===== src/rtl/bhg_pattern_region_writer.sv =====
// bhg_pattern_region_writer: fills a clipped rectangle of a DDR3 bitmap with a
// solid, LFSR snow, gradient or colour-bar pattern, one pixel write per free cycle.
module bhg_pattern_region_writer #(
   parameter int          PORT_ADDR_SIZE = 25,
   parameter int          PIXEL_WIDTH    = 32,
   parameter logic [31:0] LFSR_SEED      = 32'hACE1_2021,
   parameter int          BAR_SHIFT      = 8
) (
   input  logic                        CLK,
   input  logic                        reset,
   input  logic [2:0]                  DISP_pixel_bytes,
   input  logic [31:0]                 DISP_mem_addr,
   input  logic signed [15:0]          DISP_bitmap_width,
   input  logic signed [15:0]          DISP_bitmap_height,
   input  logic                        start,
   input  logic                        abort,
   input  logic [1:0]                  mode,
   input  logic [31:0]                 fill_color,
   input  logic signed [15:0]          rect_x0,
   input  logic signed [15:0]          rect_y0,
   input  logic signed [15:0]          rect_x1,
   input  logic signed [15:0]          rect_y1,
   output logic                        busy,
   output logic                        done,
   input  logic                        write_busy_in,
   output logic                        write_req_out,
   output logic [PORT_ADDR_SIZE-1:0]   write_adr_out,
   output logic [PIXEL_WIDTH-1:0]      write_data_out,
   output logic [PIXEL_WIDTH/8-1:0]    write_mask_out
);
   localparam int NL = PIXEL_WIDTH / 8;
   localparam int LB = $clog2(NL);

   typedef enum logic [1:0] {S_IDLE, S_SETUP, S_RUN, S_DONE} state_t;
   state_t r_state, w_next;

   logic [1:0]                r_pbs, r_mode, w_pbs;
   logic [31:0]               r_base, r_color, r_stride, r_row, r_lfsr;
   logic signed [15:0]        r_w, r_h, r_x0, r_x1, r_y1, r_x, r_y;
   logic                      r_end, r_req;
   logic [PORT_ADDR_SIZE-1:0] r_adr;
   logic [PIXEL_WIDTH-1:0]    r_data;
   logic [NL-1:0]             r_mask;

   logic signed [15:0]        w_wm1, w_hm1, w_x0c, w_y0c, w_x1c, w_y1c;
   logic                      w_empty, w_issue;
   logic [31:0]               w_stride, w_row0, w_lfsr_nx, w_pix, w_word;
   logic [PORT_ADDR_SIZE-1:0] w_addr;
   logic [2:0]                w_bar;
   logic [3:0]                w_bmask;

   // Row offset built from shifted partial sums rather than a multiplier
   function automatic logic [31:0] f_mul(input logic [15:0] a, input logic [31:0] b);
      logic [31:0] s;
      s = 32'h0;
      for (int i = 0; i < 16; i++) s = s + (a[i] ? (b << i) : 32'h0);
      return s;
   endfunction

   assign w_pbs     = (DISP_pixel_bytes == 3'd1) ? 2'd0 : (DISP_pixel_bytes == 3'd2) ? 2'd1 : 2'd2;
   assign w_wm1     = r_w - 16'sd1;
   assign w_hm1     = r_h - 16'sd1;
   assign w_x0c     = (r_x0 < 16'sd0) ? 16'sd0 : r_x0;
   assign w_y0c     = (r_y < 16'sd0) ? 16'sd0 : r_y;
   assign w_x1c     = (r_x1 > w_wm1) ? w_wm1 : r_x1;
   assign w_y1c     = (r_y1 > w_hm1) ? w_hm1 : r_y1;
   assign w_empty   = (r_w <= 16'sd0) | (r_h <= 16'sd0) | (w_x0c > w_x1c) | (w_y0c > w_y1c);
   assign w_stride  = {16'h0, r_w} << r_pbs;
   assign w_row0    = r_base + f_mul(w_y0c, w_stride);
   assign w_addr    = PORT_ADDR_SIZE'(r_row + ({16'h0, r_x} << r_pbs));
   assign w_lfsr_nx = {1'b0, r_lfsr[31:1]} ^ (r_lfsr[0] ? 32'h8020_0003 : 32'h0);
   assign w_bar     = r_x[BAR_SHIFT+2:BAR_SHIFT];
   assign w_pix     = (r_mode == 2'd0) ? r_color :
                      (r_mode == 2'd1) ? w_lfsr_nx :
                      (r_mode == 2'd2) ? {4{r_x[7:0]}} :
                      {8'h00, {8{w_bar[2]}}, {8{w_bar[1]}}, {8{w_bar[0]}}};
   assign w_word    = (r_pbs == 2'd0) ? {4{w_pix[7:0]}} : (r_pbs == 2'd1) ? {2{w_pix[15:0]}} : w_pix;
   assign w_bmask   = (r_pbs == 2'd0) ? 4'h1 : (r_pbs == 2'd1) ? 4'h3 : 4'hF;
   assign w_issue   = (r_state == S_RUN) & ~write_busy_in & ~abort & ~r_end;

   always_ff @(posedge CLK or negedge reset)
      if (!reset) r_state <= S_IDLE;
      else        r_state <= w_next;

   always_comb begin
      w_next = r_state;
      case (r_state)
         S_IDLE:  w_next = start ? S_SETUP : S_IDLE;
         S_SETUP: w_next = (abort | w_empty) ? S_DONE : S_RUN;
         S_RUN:   w_next = (abort | r_end) ? S_DONE : S_RUN;
         default: w_next = S_IDLE;
      endcase
   end

   always_comb begin
      busy = r_state != S_IDLE;
      done = r_state == S_DONE;
   end

   always_ff @(posedge CLK or negedge reset) begin
      if (!reset) begin
         r_pbs    <= '0;
         r_mode   <= '0;
         r_base   <= '0;
         r_color  <= '0;
         r_stride <= '0;
         r_row    <= '0;
         r_lfsr   <= LFSR_SEED;
         r_w      <= '0;
         r_h      <= '0;
         r_x0     <= '0;
         r_x1     <= '0;
         r_y1     <= '0;
         r_x      <= '0;
         r_y      <= '0;
         r_end    <= 1'b0;
         r_req    <= 1'b0;
         r_adr    <= '0;
         r_data   <= '0;
         r_mask   <= '0;
      end else begin
         r_req <= w_issue;
         // r_y carries the raw y0 until SETUP replaces it with the clamped row
         if (r_state == S_IDLE && start) begin
            r_pbs   <= w_pbs;
            r_mode  <= mode;
            r_base  <= DISP_mem_addr;
            r_color <= fill_color;
            r_w     <= DISP_bitmap_width;
            r_h     <= DISP_bitmap_height;
            r_x0    <= rect_x0;
            r_x1    <= rect_x1;
            r_y1    <= rect_y1;
            r_y     <= rect_y0;
            r_end   <= 1'b0;
         end
         if (r_state == S_SETUP) begin
            r_x0     <= w_x0c;
            r_x1     <= w_x1c;
            r_y1     <= w_y1c;
            r_x      <= w_x0c;
            r_y      <= w_y0c;
            r_stride <= w_stride;
            r_row    <= w_row0;
         end
         if (w_issue) begin
            r_adr  <= w_addr;
            r_data <= {(PIXEL_WIDTH/32){w_word}};
            r_mask <= NL'(w_bmask) << w_addr[LB-1:0];
            if (r_mode == 2'd1) r_lfsr <= w_lfsr_nx;
            if (r_x == r_x1) begin
               r_x   <= r_x0;
               r_y   <= r_y + 16'sd1;
               r_row <= r_row + r_stride;
               r_end <= r_y == r_y1;
            end else begin
               r_x <= r_x + 16'sd1;
            end
         end
      end
   end

   assign write_req_out  = r_req;
   assign write_adr_out  = r_adr;
   assign write_data_out = r_data;
   assign write_mask_out = r_mask;
endmodule


===== config.mk =====
export PLATFORM = sky130hd
export DESIGN_NAME = bhg_pattern_region_writer
export DESIGN_NICKNAME = d
export VERILOG_FILES = /design/src/rtl/bhg_pattern_region_writer.sv
export SDC_FILE = /design/constraint.sdc
export NUM_CORES = 2
export LEC_CHECK = 0
export ABC_AREA = 1
export CAP_MARGIN = 20
export CORE_ASPECT_RATIO = 0.5
export CORE_MARGIN = 1
export CORE_UTILIZATION = 35
export DETAILED_ROUTE_END_ITERATION = 8
export GPL_TIMING_DRIVEN = 0
export PLACE_DENSITY = 0.49
export SYNTH_ARGS = -nofsm -noshare
export SYNTH_HDL_FRONTEND = slang
export SYNTH_SLANG_ARGS = --single-unit
export TNS_END_PERCENT = 50

===== constraint.sdc =====
create_clock -name CLK -period 19.17 [get_ports CLK]
set_input_delay 3.834 -clock CLK [delete_from_list [all_inputs] [get_ports CLK]]
set_output_delay 3.834 -clock CLK [all_outputs]
set_load 0.02 [all_outputs]

---- Word-level counts from Yosys, hierarchy flattened ----
Cells that the tools add are included.
word-level totals
  word-level logic and storage cells ...... 136
  register bits ........................... 341
cells by class
  add/sub/neg operators ................... 22
  reduce and logical (&&, ||, !) cells .... 8
  multiplexer cells ....................... 53
  equality and inequality tests ........... 10
  bitwise logic cells ..................... 12
  shifts and indexed selects .............. 3
  order comparisons ....................... 8
operator list
  kind                   count
  $mux 32                25
  $add 32x32->32         17
  $mux 16                17
  $gt 16x16->1           4
  $add 16x2->16 const B  2
  $eq 16x16->1           2
  $le 16x1->1 const B    2
  $lt 16x1->1 const B    2
  $shl 16x2->32          1
  $sub 16x2->16 const B  2
  $xor 31x32->32         1
  $add 25x25->25         1
  $shl 16x2->25          1
  $mux 4                 2
  $eq 2x1->1 const B     3
  $eq 2x2->1 const B     3
  $logic_not 2->1        3
  $mux 1                 6
  $pmux 2 s3             1
  $reduce_bool 2->1      3
  $or 1x1->1             5
  $mux 2                 2
  $shl 4x2->4            1
  $and 1x1->1            3
  other kinds (5)        7

---- Longest topological paths before layout ----
  depth after elaboration ................. 22
  depth in mapped cells ................... 42
  mapped depth without buffers ............ 41

---- Least setup slack after synthesis ----
Ideal clock, no wire load.
  kind .................................... reg-to-reg
  from .................................... reg r_pbs[0]
  to ...................................... reg r_row[22]
  stages on the path, launching flop included .. 35
  arrival time ............................ 6.212 ns
  clock period less this slack ............ 6.336 ns
  buffers on the path ..................... 4
  path slack .............................. 12.834 ns
  path through ............................ dfrtp_1 > buf_6 > buf_6 > buf_2 > nand2_1 > o21ai_0 > nand2_1 > nand2_1 > inv_1 > clkbuf_1 > nand2_1 > fa_1 > inv_1 > fa_1 > inv_1 > fa_1 > fa_1 > inv_1 > fa_1 > inv_1 > fa_1 > inv_1 > ha_1 > nand2_1 > nor2_1 > nand3_1 > nand3_1 > nand2_1 > nand2_1 > a21oi_1 > o21ai_0 > xor2_1 > nand2_1 > o211ai_1 > nand2_1
between the ends
  word-level cells in the longest chain between the ends .. 21
RTL lines
  item                          RTL line  RTL
  start: declaration            37        logic [1:0] r_pbs, r_mode, w_pbs;
  start signal: assignment      125       r_pbs <= w_pbs;
  $shl 16x2->32 (*)             68        assign w_stride = {16'h0, r_w} << r_pbs;
  $mux 32                       56        for (int i = 0; i < 16; i++) s = s + (a[i] ? (b << i) : 32'h0);
  $add 32x32->32 (14 in a row)  56
  $add 32x32->32 (*)            56
  $add 32x32->32 (*)            69        assign w_row0 = r_base + f_mul(w_y0c, w_stride);
  $mux 32 (*)                   137       if (r_state == S_SETUP) begin
  $mux 32                       151       if (r_x == r_x1) begin
  $mux 32 (*)                   146       if (w_issue) begin
  end signal: assignment        144       r_row <= w_row0;
  end signal: assignment        154       r_row <= r_row + r_stride;
  end: declaration              38        logic [31:0] r_base, r_color, r_stride, r_row, r_lfsr;
Every way passes the cells marked *; elsewhere a longest branch is shown, timed or not.
A chain may end at the register's enable or synchronous reset.

---- Worst setup path in the final report ----
  from .................................... reg r_pbs[1]
  to ...................................... reg r_row[23]
The elaborated chain is that of the path after synthesis.

==> results_dict.tcl <==
set metrics [dict create \
    status "completed" \
    worst_setup_path_start_kind "register" \
    numCtsBuffers 35 \
    crit_required_ns 19.68 \
    async_flop_share_pct 100 \
    drc_errors 0 \
    dp_cells 4805 \
    hp-class "register to register" \
    root_buffer "clkbuf_16" \
    post-cts-setup-buffer-count 0 \
    synth_compound_area_share_pct 13.7 \
    synthFlopType "dfrtp_1" \
    drv_slew 0 \
    cp_slowest_stage_delay_ns 0.58 \
    yosys.area.top_type "dfrtp_1" \
    nNetsFinal 4353 \
    grt-ovfl-total 0 \
    finalSetupViolations 0 \
    hpwl_um 85300 \
    die-area_um2 79300 \
    setup.worst_path.class "register to register" \
    cts_max_path_buffers 3 \
    rows 72 \
    cp_max_fo 10 \
    die_x_um 397 \
    synth_seq_cells 314 \
    track_usage_pct 26.6 \
    utilization_pct 41.7 \
    final_cell_mix "991 x nand2_1, 454 x inv_1, 303 x dfrtp_1, 295 x nor2_1, 280 x o21ai_0" \
    routed_via_density 5.19 \
    ant_nets 0 \
    synth_fa_ha_area_share_pct 23.0 \
    clk_pin_slew_ns 0.07 \
    fin_crit_sh_pct 42.0 \
    grt_pass1_vias 24400 \
    worst_pin_slew_ns 1.06 \
    drive_gt1_share_pct 4.51 \
    synth_edf_count 0 \
    drt_iter0_drc 2109 \
    netlist-cell-type-count 58 \
    synth-simple-area-share_pct 22.3 \
    die_y_um 200 \
    yosysSeqAreaShare_pct 28.8 \
    clock_latency_ns 0.61 \
    syn2layout_area_growth_pct 17.9 \
    crit_slowest_cell "fa_1" \
    worstPathArrival_ns 8.56 \
    rsz0062_at_grt "false" \
    clkSinkCount 314 \
    finClkSkew_ns 0.0470 \
    endpoint_kind "register" \
    cap_violations 0 \
    cts_hold_buf 0 \
    yosysTopAreaCellShare_pct 27.7 \
    worst_slack_ns 11.11 \
    vias 25300 \
    synth_top_family_by_area "adder cells" \
    first_pass_iters 6 \
    hold_viol 0 \
    max_freq_ghz 0.124 \
    ys_warn_count 0 \
    synth_area_leaders "dfrtp_1 28%, fa_1 16%, nand2_1 14%, ha_1 7.4%, inv_1 6.2%" \
    synth_mux_area_share_pct 0.366 \
    cts_tree "yes" \
    final_cell_count_no_fill 4873 \
    synthCells 3540 \
    cts_max_level 2 \
    fin_crit_ns 8.06 \
    fp.coreArea_um2 77300 \
    tns_ns 0 \
    crit_top_cell "inv_1" \
    synth_nets 4085 \
    grt_max_degree 112 \
    layout_commonest_cell "nand2_1" \
    synthXorXnorAreaFrac_pct 3.11 \
    relSlewSlack_pct 29.0 \
    drt-total-wl_um 105000 \
    avgSynthCellArea_um2 7.72 \
    synth_area_um2 27300 \
    start_util_pct 35.4 \
    dpl_worst_slack_ns 11.28 \
    globalplace.congestion 0.944 \
    grt_pass1_wl_um 156000 \
    wl_per_cell_um 21.6 \
    antenna_found_initial 4 \
    io_pins 234 \
    io_buffers 226 \
    ctsResizeCount 0 \
]
synthesized netlist by cell type, types with 26 or more instances:
library cell / count
inv_1: 454
clkbuf_1: 114
nand3_1: 92
ha_1: 161
o221ai_1: 35
o211ai_1: 46
o21ai_0: 280
dfrtp_1: 303
nor2_1: 295
a21oi_1: 131
fa_1: 214
nand2_1: 991
xor2_1: 73
nor3_1: 26
cell type report:
class	instances	area (um2)
tap	1036	1300
antenna	3	7.51
inverter	475	1790
fill	8054	45100
buffer	143	592
clock inverter	18	248
clock buffer	45	963
multi-input combinational	2608	17100
timing repair buffer	231	2390
sequential	314	7870
logic make-up after synthesis:
family                   Yosys count
AND/OR/NAND/NOR                 1499
flip-flops                       314
AO/OA/AOI/OAI                    627
XOR/XNOR                          97
buffers and inverters            618
multiplexers                      10
adder cells (fa/ha/maj)          375
critical path: cells and delay by family, from the launching register on:
kind	cells	cell delay, ns
fa+ha+maj	7	3.45
buf+inv	11	1.90
simple gates	7	1.61
compound gates	4	0.66
flops	1	0.34
per-stage QoR:
stage | instance area, um2 | hold WS, ns
6_report | 32200 | 0.482
5_1_grt | 32200 | 0.497
4_1_cts | 32200 | 0.482
3_5_place_dp | 31000 | 0.470
3_3_place_gp | 30900 | 0.465
2_1_floorplan | 27300 | 0.449
registers in the layout (all words and copies together) (netlist names), named ones only:
signal,count
r_base,25
r_color,32
r_end,1
r_h,16
r_lfsr,32
r_mode,2
r_pbs,2
r_row,25
r_state,2
r_stride,19
r_w,16
r_x,16
r_x0,16
r_x1,15
r_y,16
r_y1,16
write_adr_out,25
write_data_out,32
write_mask_out,4
write_req_out,1
layer usage:
layer  wire, um  part of all wire, %  vias to the layer above  global-route usage (%)
met4       3020                  2.9                        2                    7.78
met2      46800                   44                      796                    41.3
met5         12                0.011                        -                       0
met1      47700                   45                    12400                    36.8
met3       7970                  7.6                      137                    6.04
li1           -                    -                    11900                       -
path summary, 6_finish.rpt:
| path | start | endpoint | slack, ns | cells past startpoint |
|---|---|---|---|---|
| worst min register to register | r_lfsr[21] | r_lfsr[21] | 0.48 | 2 |
| min in group asynchronous | reset | write_data_out[24] | 3.19 | 1 |
| worst max register to register | r_pbs[1] | r_row[23] | 11.11 | 29 |
| max in group asynchronous | reset | r_base[22] | 14.22 | 4 |
| worst max-delay path | r_pbs[1] | r_row[23] | 11.11 | 29 |
| worst min-delay path | r_lfsr[21] | r_lfsr[21] | 0.48 | 2 |
Power is not shown: default switching activity piles up to over one toggle a cycle in this logic, so the estimate is an artifact.
